**src/rtl/tsens_pkg.sv**
```systemverilog
// rtl/tsens_pkg.sv - shared state type and parameter defaults for the sensor readout
package tsens_pkg;

   typedef enum logic [1:0] {
      ST_IDLE  = 2'd0,
      ST_RESET = 2'd1,
      ST_INTEG = 2'd2,
      ST_DONE  = 2'd3
   } tsens_state_t;

   localparam int DEF_CNT_W       = 12;
   localparam int DEF_RST_CYC     = 8;
   localparam int DEF_AVG_LOG2    = 2;
   localparam int DEF_SYNC_STAGES = 2;

endpackage

```
**src/rtl/tsens_readout_if.sv**
```systemverilog
// rtl/tsens_readout_if.sv - result handshake between the readout and the register/scan side
interface tsens_readout_if
   import tsens_pkg::*;
#(
   parameter int CNT_W = DEF_CNT_W
);
   logic [CNT_W-1:0] data;
   logic             valid;
   logic             ready;
   logic             overflow;

   modport master (output data, output valid, output overflow, input ready);
   modport slave  (input data, input valid, input overflow, output ready);
endinterface

```
**src/rtl/sync_ff.sv**
```systemverilog
// rtl/sync_ff.sv - multi-flop synchronizer for asynchronous analog core outputs
module sync_ff #(
   parameter int STAGES = 2
) (
   input  logic clk,
   input  logic rst_n,
   input  logic i_d,
   output logic o_q
);
   logic [STAGES-1:0] r_chain;

   always_ff @(posedge clk or negedge rst_n) begin
      if (!rst_n) begin
         r_chain <= '0;
      end else begin
         r_chain <= {r_chain[STAGES-2:0], i_d};
      end
   end

   assign o_q = r_chain[STAGES-1];
endmodule

```
**src/rtl/tsens_readout.sv**
```systemverilog
// rtl/tsens_readout.sv - integrator reset sequencing, comparator time counting and averaging
module tsens_readout
   import tsens_pkg::*;
#(
   parameter int CNT_W       = DEF_CNT_W,
   parameter int RST_CYC     = DEF_RST_CYC,
   parameter int AVG_LOG2    = DEF_AVG_LOG2,
   parameter int SYNC_STAGES = DEF_SYNC_STAGES
) (
   input  logic              clk,
   input  logic              reset_n,
   input  logic              start,
   input  logic              cmp,
   output logic              res_n,
   output logic              busy,
   tsens_readout_if.master   rd
);
   localparam int ACC_W = CNT_W + AVG_LOG2;
   localparam int IDX_W = (AVG_LOG2 > 0) ? AVG_LOG2 : 1;
   localparam int PH_W  = (RST_CYC > 1) ? $clog2(RST_CYC) : 1;

   localparam logic [CNT_W-1:0] CNT_MAX  = '1;
   localparam logic [IDX_W-1:0] IDX_LAST = IDX_W'((1 << AVG_LOG2) - 1);
   localparam logic [PH_W-1:0]  PH_LAST  = PH_W'(RST_CYC - 1);

   tsens_state_t     r_state;
   logic [PH_W-1:0]  r_phase;
   logic [CNT_W-1:0] r_cnt;
   logic [IDX_W-1:0] r_idx;
   logic [ACC_W-1:0] r_acc;
   logic             r_ovf_acc;
   logic             r_res_n;
   logic             r_busy;
   logic             r_valid;
   logic             r_overflow;
   logic [CNT_W-1:0] r_data;

   logic             w_cmp_s;
   logic             w_final;
   logic [ACC_W-1:0] w_acc_next;

   sync_ff #(
      .STAGES (SYNC_STAGES)
   ) u_cmp_sync (
      .clk   (clk),
      .rst_n (reset_n),
      .i_d   (cmp),
      .o_q   (w_cmp_s)
   );

   // A conversion ends on a comparator trip or when the counter reaches its ceiling
   assign w_final    = w_cmp_s || (r_cnt == CNT_MAX);
   assign w_acc_next = r_acc + ACC_W'(r_cnt);

   always_ff @(posedge clk or negedge reset_n) begin
      if (!reset_n) begin
         r_state    <= ST_IDLE;
         r_phase    <= '0;
         r_cnt      <= '0;
         r_idx      <= '0;
         r_acc      <= '0;
         r_ovf_acc  <= 1'b0;
         r_res_n    <= 1'b0;
         r_busy     <= 1'b0;
         r_valid    <= 1'b0;
         r_overflow <= 1'b0;
         r_data     <= '0;
      end else begin
         case (r_state)
            ST_IDLE: begin
               if (start) begin
                  r_state   <= ST_RESET;
                  r_busy    <= 1'b1;
                  r_phase   <= '0;
                  r_acc     <= '0;
                  r_idx     <= '0;
                  r_ovf_acc <= 1'b0;
               end
            end
            ST_RESET: begin
               if (r_phase == PH_LAST) begin
                  r_state <= ST_INTEG;
                  r_res_n <= 1'b1;
                  r_cnt   <= '0;
               end else begin
                  r_phase <= r_phase + PH_W'(1);
               end
            end
            ST_INTEG: begin
               if (w_final) begin
                  r_acc   <= w_acc_next;
                  r_res_n <= 1'b0;
                  if (!w_cmp_s) begin
                     r_ovf_acc <= 1'b1;
                  end
                  if (r_idx == IDX_LAST) begin
                     r_state <= ST_DONE;
                  end else begin
                     r_state <= ST_RESET;
                     r_phase <= '0;
                     r_idx   <= r_idx + IDX_W'(1);
                  end
               end else begin
                  r_cnt <= r_cnt + CNT_W'(1);
               end
            end
            ST_DONE: begin
               // First DONE cycle latches the result; ready is only honoured once valid is up
               if (!r_valid) begin
                  r_valid    <= 1'b1;
                  r_data     <= r_acc[ACC_W-1:AVG_LOG2];
                  r_overflow <= r_ovf_acc;
               end else if (rd.ready) begin
                  r_valid <= 1'b0;
                  r_busy  <= 1'b0;
                  r_state <= ST_IDLE;
               end
            end
            default: r_state <= ST_IDLE;
         endcase
      end
   end

   assign res_n       = r_res_n;
   assign busy        = r_busy;
   assign rd.data     = r_data;
   assign rd.valid    = r_valid;
   assign rd.overflow = r_overflow;
endmodule

```
**src/flat_wrapper.sv**
```systemverilog
// flat-port wrapper written by rule: the top's interface ports become plain ports
module tsens_readout_flat import tsens_pkg::*;
#(
   parameter int CNT_W       = DEF_CNT_W,
   parameter int RST_CYC     = DEF_RST_CYC,
   parameter int AVG_LOG2    = DEF_AVG_LOG2,
   parameter int SYNC_STAGES = DEF_SYNC_STAGES
)
  (clk, reset_n, start, cmp, res_n, busy, rd_data, rd_valid, rd_overflow, rd_ready);
  tsens_readout_if #(.CNT_W(CNT_W)) rd_i ();
  input  logic clk;
  input  logic reset_n;
  input  logic start;
  input  logic cmp;
  output logic res_n;
  output logic busy;
  output wire logic [$bits(rd_i.data)-1:0] rd_data;
  output wire logic [$bits(rd_i.valid)-1:0] rd_valid;
  output wire logic [$bits(rd_i.overflow)-1:0] rd_overflow;
  input wire logic [$bits(rd_i.ready)-1:0] rd_ready;
  assign rd_data = rd_i.data;
  assign rd_valid = rd_i.valid;
  assign rd_overflow = rd_i.overflow;
  assign rd_i.ready = rd_ready;
  tsens_readout #(.CNT_W(CNT_W), .RST_CYC(RST_CYC), .AVG_LOG2(AVG_LOG2), .SYNC_STAGES(SYNC_STAGES)) u_core (.clk(clk), .reset_n(reset_n), .start(start), .cmp(cmp), .res_n(res_n), .busy(busy), .rd(rd_i));
endmodule
```
**config.mk**
```make
export PLATFORM = sky130hd
export DESIGN_NAME = tsens_readout_flat
export DESIGN_NICKNAME = d
export VERILOG_FILES = /design/src/rtl/tsens_pkg.sv /design/src/rtl/tsens_readout_if.sv /design/src/rtl/sync_ff.sv /design/src/rtl/tsens_readout.sv /design/src/flat_wrapper.sv
export SDC_FILE = /design/constraint.sdc
export NUM_CORES = 1
export LEC_CHECK = 0
export BUFFER_PORTS_ARGS = -buffer_cell sky130_fd_sc_hd__buf_2
export CAP_MARGIN = 20
export CORE_MARGIN = 1
export CORE_UTILIZATION = 65
export CTS_CLUSTER_DIAMETER = 40
export DETAILED_ROUTE_END_ITERATION = 12
export PLACE_DENSITY = 0.85
export SYNTH_ARGS = -nofsm -noshare
export SYNTH_HDL_FRONTEND = slang
export SYNTH_SLANG_ARGS = --single-unit
```
**constraint.sdc**
```tcl
create_clock -name clk -period 4.2 [get_ports clk]
set_input_delay 1.05 -clock clk [delete_from_list [all_inputs] [get_ports clk]]
set_output_delay 1.05 -clock clk [all_outputs]
set_load 0.1 [all_outputs]
```
==> results by group, run 1 <==
Timing
  • Final Max Tran Viols: 0
  • Final setup vio count: 0
  • Final hold vios: 0
  • Final min period: 2.73 ns
  • Setup TNS: 0 ns
  • Max Clk Rate: 0.366 GHz
  • Worst Skew: 0.00845 ns
  • Worst slew pin tran: 0.799 ns
  • Final period util: 65.0%
  • Max-slew headroom: 46.7%
  • RSZ-0062 raised after global routing: no

Worst setup path
  • WP data arrival: 2.93 ns
  • Critical Path Fanout Max: 23
  • Crit Path Class: reg2reg
  • CP startpoint: u_core.r_state[0]
  • Reg2reg start: u_core.r_state[0]
  • Worst Setup Start Kind: flip-flop
  • Required time worst endpoint: 4.40 ns
  • Setup crit end kind: flip-flop

Logic synthesis
  • Syn Inst Count: 302
  • Post-synth top flop: dfrtp_1
  • Cell Area, Synth: 0.00302 sq mm
  • Syn Area/Cell: 10.0 sq um
  • Synth cell types: 54
  • Synth warnings: 0
  • Asr flop ratio synth: 100%
  • Synthesis-stage register bit count: 52
  • Syn Nets: 328
  • Share of the yosys chip area belonging to registers: 43.1%
  • Synth top area share: 43.1%
  • EDFF count, synth: 0
  • Synth area leaders: dfrtp_1 (43%), ha_1 (8.3%), mux2_2 (5.6%)
  • Area leader, netlist: dfrtp_1

Floorplanning
  • Initial Utilization: 68.5%
  • # rows: 24
  • Core Region: 0.00441 sq mm
  • Die Y: 70.2 um
  • Ports: 21
  • Die area: 0.00493 sq mm
  • Die W: 70.2 um

Finish
  • Leading cell type in the layout, fill and taps excluded: dfrtp_1
  • Final core occ: 74.3%
  • Area Growth Syn to Fin: 8.49%
  • Antenna diodes: 0
  • Non-filler cells in the finished layout: 378
  • Most frequent cells in the layout: dfrtp_1 (52), nand2_1 (31), nor2_1 (25)
  • Nets: 351
  • Layout cells sized above 1: 17.2%

Clock network
  • CTS Hold Buffers Added: 0
  • Reg clk slew, reported paths: 0.10 ns
  • CTS buffer count: 5
  • Post-cts repair resize count: 0
  • Clock sinks: 52
  • CTS max path bufs: 2
  • CTS tree: built
  • Post-CTS Setup Repair Bufs: 0
  • Clk_lat worst skew: 0.30 ns
  • Root Driver: clkbuf_8
  • H-tree depth: 2

Route
  • DR vias: 2383
  • Drt drc: 0
  • Final wirelength: 6210 um
  • Vias per inst: 6.30
  • WL per Instance: 16.4 um
  • First-pass DRT Iterations: 4
  • Antenna Nets Post-Route: 0
  • Starting DRT DRC Count: 164

Global routing
  • Initial antenna violation count: 0
  • First-pass GRT wire length: 10700 um
  • GRT Total Usage: 27.8%
  • Largest net degree at the start of global routing: 30
  • GRT overflow: 0
  • Vias in the first global route: 2293

Worst hold path
  • Min-delay src: u_core.u_cmp_sync.r_chain[0]
  • Worst Hold Class: reg2reg

Pwr
  • PwrDens: 520 mW/mm^2
  • Leakage: 1.62 nW
  • Worst IR Drop VDD: 550 uV

Place
  • Port Buffers: 20
  • Placed cell count: 370
  • Post-DP HPWL: 4560 um
  • Routability Congestion: 0.880

Run status
  • Status: complete, no violations

Job
  • Max Cap Viol: 0
## synthesized netlist by cell type, types with 4 or more instances
cell       n
nor2_1    25
o21ai_0   21
mux2i_1    4
o31ai_1    5
clkbuf_1   4
mux2_2    15
ha_1      20
inv_1     12
nand2_1   31
nand3_1   13
o21a_1     4
a211oi_1   4
a21oi_1   13
xor2_1     9
nand2b_1   4
a22o_1     6
nor3_1     6
dfrtp_1   52
## layer usage
metal | vias up | share of wire, % | global-route usage, %
met4 | 0 | 1.7 | 10.0
li1 | 1150 | - | -
met1 | 1140 | 45 | 37.0
met3 | 10 | 4.5 | 5.05
met2 | 83 | 49 | 45.5
met5 | - | 0 | 0
## critical path, cell delays in order, from the launching register on
cell	delay (ns)
dfrtp_1	0.43
inv_1	0.10
ha_1	0.68
inv_1	0.41
o31ai_2	0.32
buf_4	0.30
mux2_2	0.36
## final timing paths
path                       slack [ns]  cells after the start                            to
setup / recovery                 1.47                      6               u_core.r_acc[4]
hold / removal                   0.36                      0  u_core.u_cmp_sync.r_chain[1]
setup reg to reg                 1.47                      6               u_core.r_acc[4]
hold reg to reg                  0.36                      0  u_core.u_cmp_sync.r_chain[1]
max in group asynchronous        2.71                      2               u_core.r_cnt[5]
min in group asynchronous        0.71                      1             u_core.rd.data[4]
## report_power, final
part           switching (mW)  internal [mW]
clock                   0.162          0.134
sequential             0.0602          0.567
combinational           0.561          0.220
total                   0.784          0.921
## cell type report
class                           count  area, sq um
Tap cell                           52         65.1
Multi-Input combinational cell    232         1660
Clock inverter                      1         7.51
Inverter                           12         45.0
Fill cell                         320         1140
Timing Repair Buffer               22          115
Sequential cell                    52         1300
Clock buffer                        7         86.3
## cell families after synthesis
family                   after synthesis  share of synthesized area (%)
AO/OA/AOI/OAI                         74                           17.4
XOR/XNOR                              10                           2.90
adder cells (fa/ha/maj)               21                           8.94
buffers and inverters                 18                           2.24
flip-flops                            52                           43.1
multiplexers                          20                           7.41
AND/OR/NAND/NOR                      107                           18.1
## through the flow
stage / area [sq um] / hold slack (ns) / power [mW] / setup WS, ns
2_1_floorplan: 3020 / 0.331 / 1.24 / 1.92
3_3_place_gp: 3180 / 0.341 / 1.38 / 1.66
3_5_place_dp: 3180 / 0.350 / 1.41 / 1.55
4_1_cts: 3280 / 0.370 / 1.70 / 1.48
5_1_grt: 3280 / 0.375 / 1.81 / 1.31
6_report: 3280 / 0.363 / 1.70 / 1.47
## registers in the layout, summed over array words and instances, names as in the netlist
name                       count
u_core.rd.overflow             1
u_core.r_cnt                  12
u_core.r_phase                 3
u_core.r_idx                   2
u_core.busy                    1
u_core.r_acc                  14
u_core.res_n                   1
u_core.r_state                 2
u_core.rd.data                12
u_core.u_cmp_sync.r_chain      2
u_core.r_ovf_acc               1
u_core.rd.valid                1
(Power assumes the default switching activity.)
==> run 2, diff against run 1 <==
Settings changed: CORE_UTILIZATION 65 to 54, PLACE_DENSITY 0.85 to 0.75.
Clock period 4.2 ns to 2.32 ns, I/O delays scaled along.
==> results by group, run 2 (synthesis results as in run 1) <==
Run status
  • Status: complete, no violations

Global routing
  • Initial antenna violation count: 0
  • Vias in the first global route: 2387
  • GRT overflow: 0
  • GRT Total Usage: 24.3%
  • First-pass GRT wire length: 11300 um
  • Largest net degree at the start of global routing: 31

Place
  • Post-DP HPWL: 4780 um
  • Port Buffers: 20
  • Dpl cell area: 0.00335 sq mm
  • Routability Congestion: 0.803

Worst hold path
  • Worst Hold Class: in2async

Pwr
  • Worst IR Drop VDD: 742 uV
  • PwrDens: 925 mW/mm^2
  • Leakage: 1.74 nW

Clock network
  • CTS buffer count: 5
  • H-tree depth: 2
  • CTS max path bufs: 2
  • Reg clk slew, reported paths: 0.10 ns
  • Clock sinks: 52
  • CTS Hold Buffers Added: 0
  • Root Driver: clkbuf_8
  • CTS tree: built
  • Clk_lat worst skew: 0.31 ns

Finish
  • Max reg flops: 14
  • Area Growth Syn to Fin: 17.5%
  • Layout cells sized above 1: 26.0%
  • Nets: 375
  • Largest reg by FF count: u_core.r_acc
  • Most frequent cells in the layout: dfrtp_1 (52), nand2_1 (31), nor2_1 (25)
  • Final Cell Area: 0.00355 sq mm
  • Leading cell type in the layout, fill and taps excluded: dfrtp_1
  • Antenna diodes: 0

Timing
  • RSZ-0062 raised after global routing: yes
  • Final period util: 99.6%
  • Max Clk Rate: 0.433 GHz
  • Final Max Tran Viols: 0
  • Final setup vio count: 0
  • Max-slew headroom: 47.2%
  • Worst slew pin tran: 0.788 ns
  • Setup TNS: 0 ns
  • Worst Skew: 0.00874 ns
  • Final min period: 2.31 ns
  • Final hold vios: 0

Route
  • Antenna Nets Post-Route: 0
  • Final wirelength: 6650 um
  • WL per Instance: 15.8 um
  • Vias per inst: 5.88
  • First-pass DRT Iterations: 4
  • DR vias: 2470
  • Drt drc: 0
  • Starting DRT DRC Count: 161

Worst setup path
  • Crit Path Class: reg2reg
  • Setup crit end kind: flip-flop
  • Required time worst endpoint: 2.52 ns
  • Worst Setup Start Kind: flip-flop
  • Slowest stage cell on the critical path: dfrtp_1
  • Delay of the slowest cell on the worst path: 0.42 ns
  • Critical path, cell by cell: ha_2 -> inv_2 -> fa_2 -> nor2b_2 -> o31a_1 -> o31a_1 -> o21a_1 -> or3_1 -> a32o_1
  • R2R Setup Slk: 0.01 ns
  • Critical Path Fanout Max: 3
  • Crit-path most repeated cell: o31a_1
  • WP data arrival: 2.51 ns

Floorplanning
  • Die W: 76.8 um
  • Ports: 21
  • Die area: 0.00590 sq mm
  • # rows: 26
  • Initial Utilization: 57.7%
  • Core Region: 0.00524 sq mm
  • Die Y: 76.8 um

Job
  • Max Cap Viol: 0
## run 2: worst max-delay path, delay by kind of cell, from the launching register on
| family | cells | cell delay [ns] |
|---|---|---|
| compound gates | 4 | 0.98 |
| flops | 1 | 0.42 |
| fa+ha+maj | 2 | 0.40 |
| simple gates | 2 | 0.35 |
| buf+inv | 1 | 0.05 |
## run 2: what timing repair did
| item | 4_1_cts | 5_1_grt |
|---|---|---|
| resized for setup | 4 | 10 |
| endpoints found under the setup margin | 5 | 12 |
| pin swaps | 6 | 10 |
| setup buffers | 3 | 3 |
## run 2: report_power, final
group          switching (mW)  internal, mW
Combinational            1.07         0.537
Clock                   0.306         0.242
Sequential              0.103          1.03
## run 2: cell type report
type / count / area (sq um)
fillers: 403 / 1690
clock buffers: 6 / 82.6
flip-flops and latches: 52 / 1300
multi-input cells: 232 / 1710
clock inverters: 2 / 15.0
inverters: 12 / 45.0
well taps: 70 / 87.6
repair buffers: 46 / 312
## run 2: worst paths after layout
check,from,to,cells past startpoint
min in group clk,u_core.u_cmp_sync.r_chain[0],u_core.u_cmp_sync.r_chain[1],0
worst max-delay path,u_core.r_cnt[0],u_core.r_acc[10],9
worst max register to register,u_core.r_cnt[0],u_core.r_acc[10],9
max in group asynchronous,reset_n,u_core.r_cnt[5],2
worst min register to register,u_core.u_cmp_sync.r_chain[0],u_core.u_cmp_sync.r_chain[1],0
worst min-delay path,reset_n,u_core.rd.data[7],1
## run 2: per-stage QoR
step / hold slack (ns) / cells / power (mW) / setup WS (ns) / util, %
floorplan: 0.284 / 302 / 2.24 / 0.0689 / -
global placement: 0.332 / 406 / 2.68 / -0.00278 / 64.0
detailed placement: 0.339 / 406 / 2.71 / -0.0867 / 64.0
CTS: 0.261 / 417 / 3.28 / -0.0308 / 66.5
global route: 0.274 / 420 / 3.51 / -0.0946 / 67.8
finish: 0.243 / 420 / 3.29 / 0.0103 / 67.8
## run 2: per-layer routing
metal	GRT usage, %	wire length, um	vias up
li1	-	-	1198
met4	8.08	104	0
met2	40.3	3270	57
met1	32.4	3050	1204
met3	3.81	222	11
met5	0	0	-
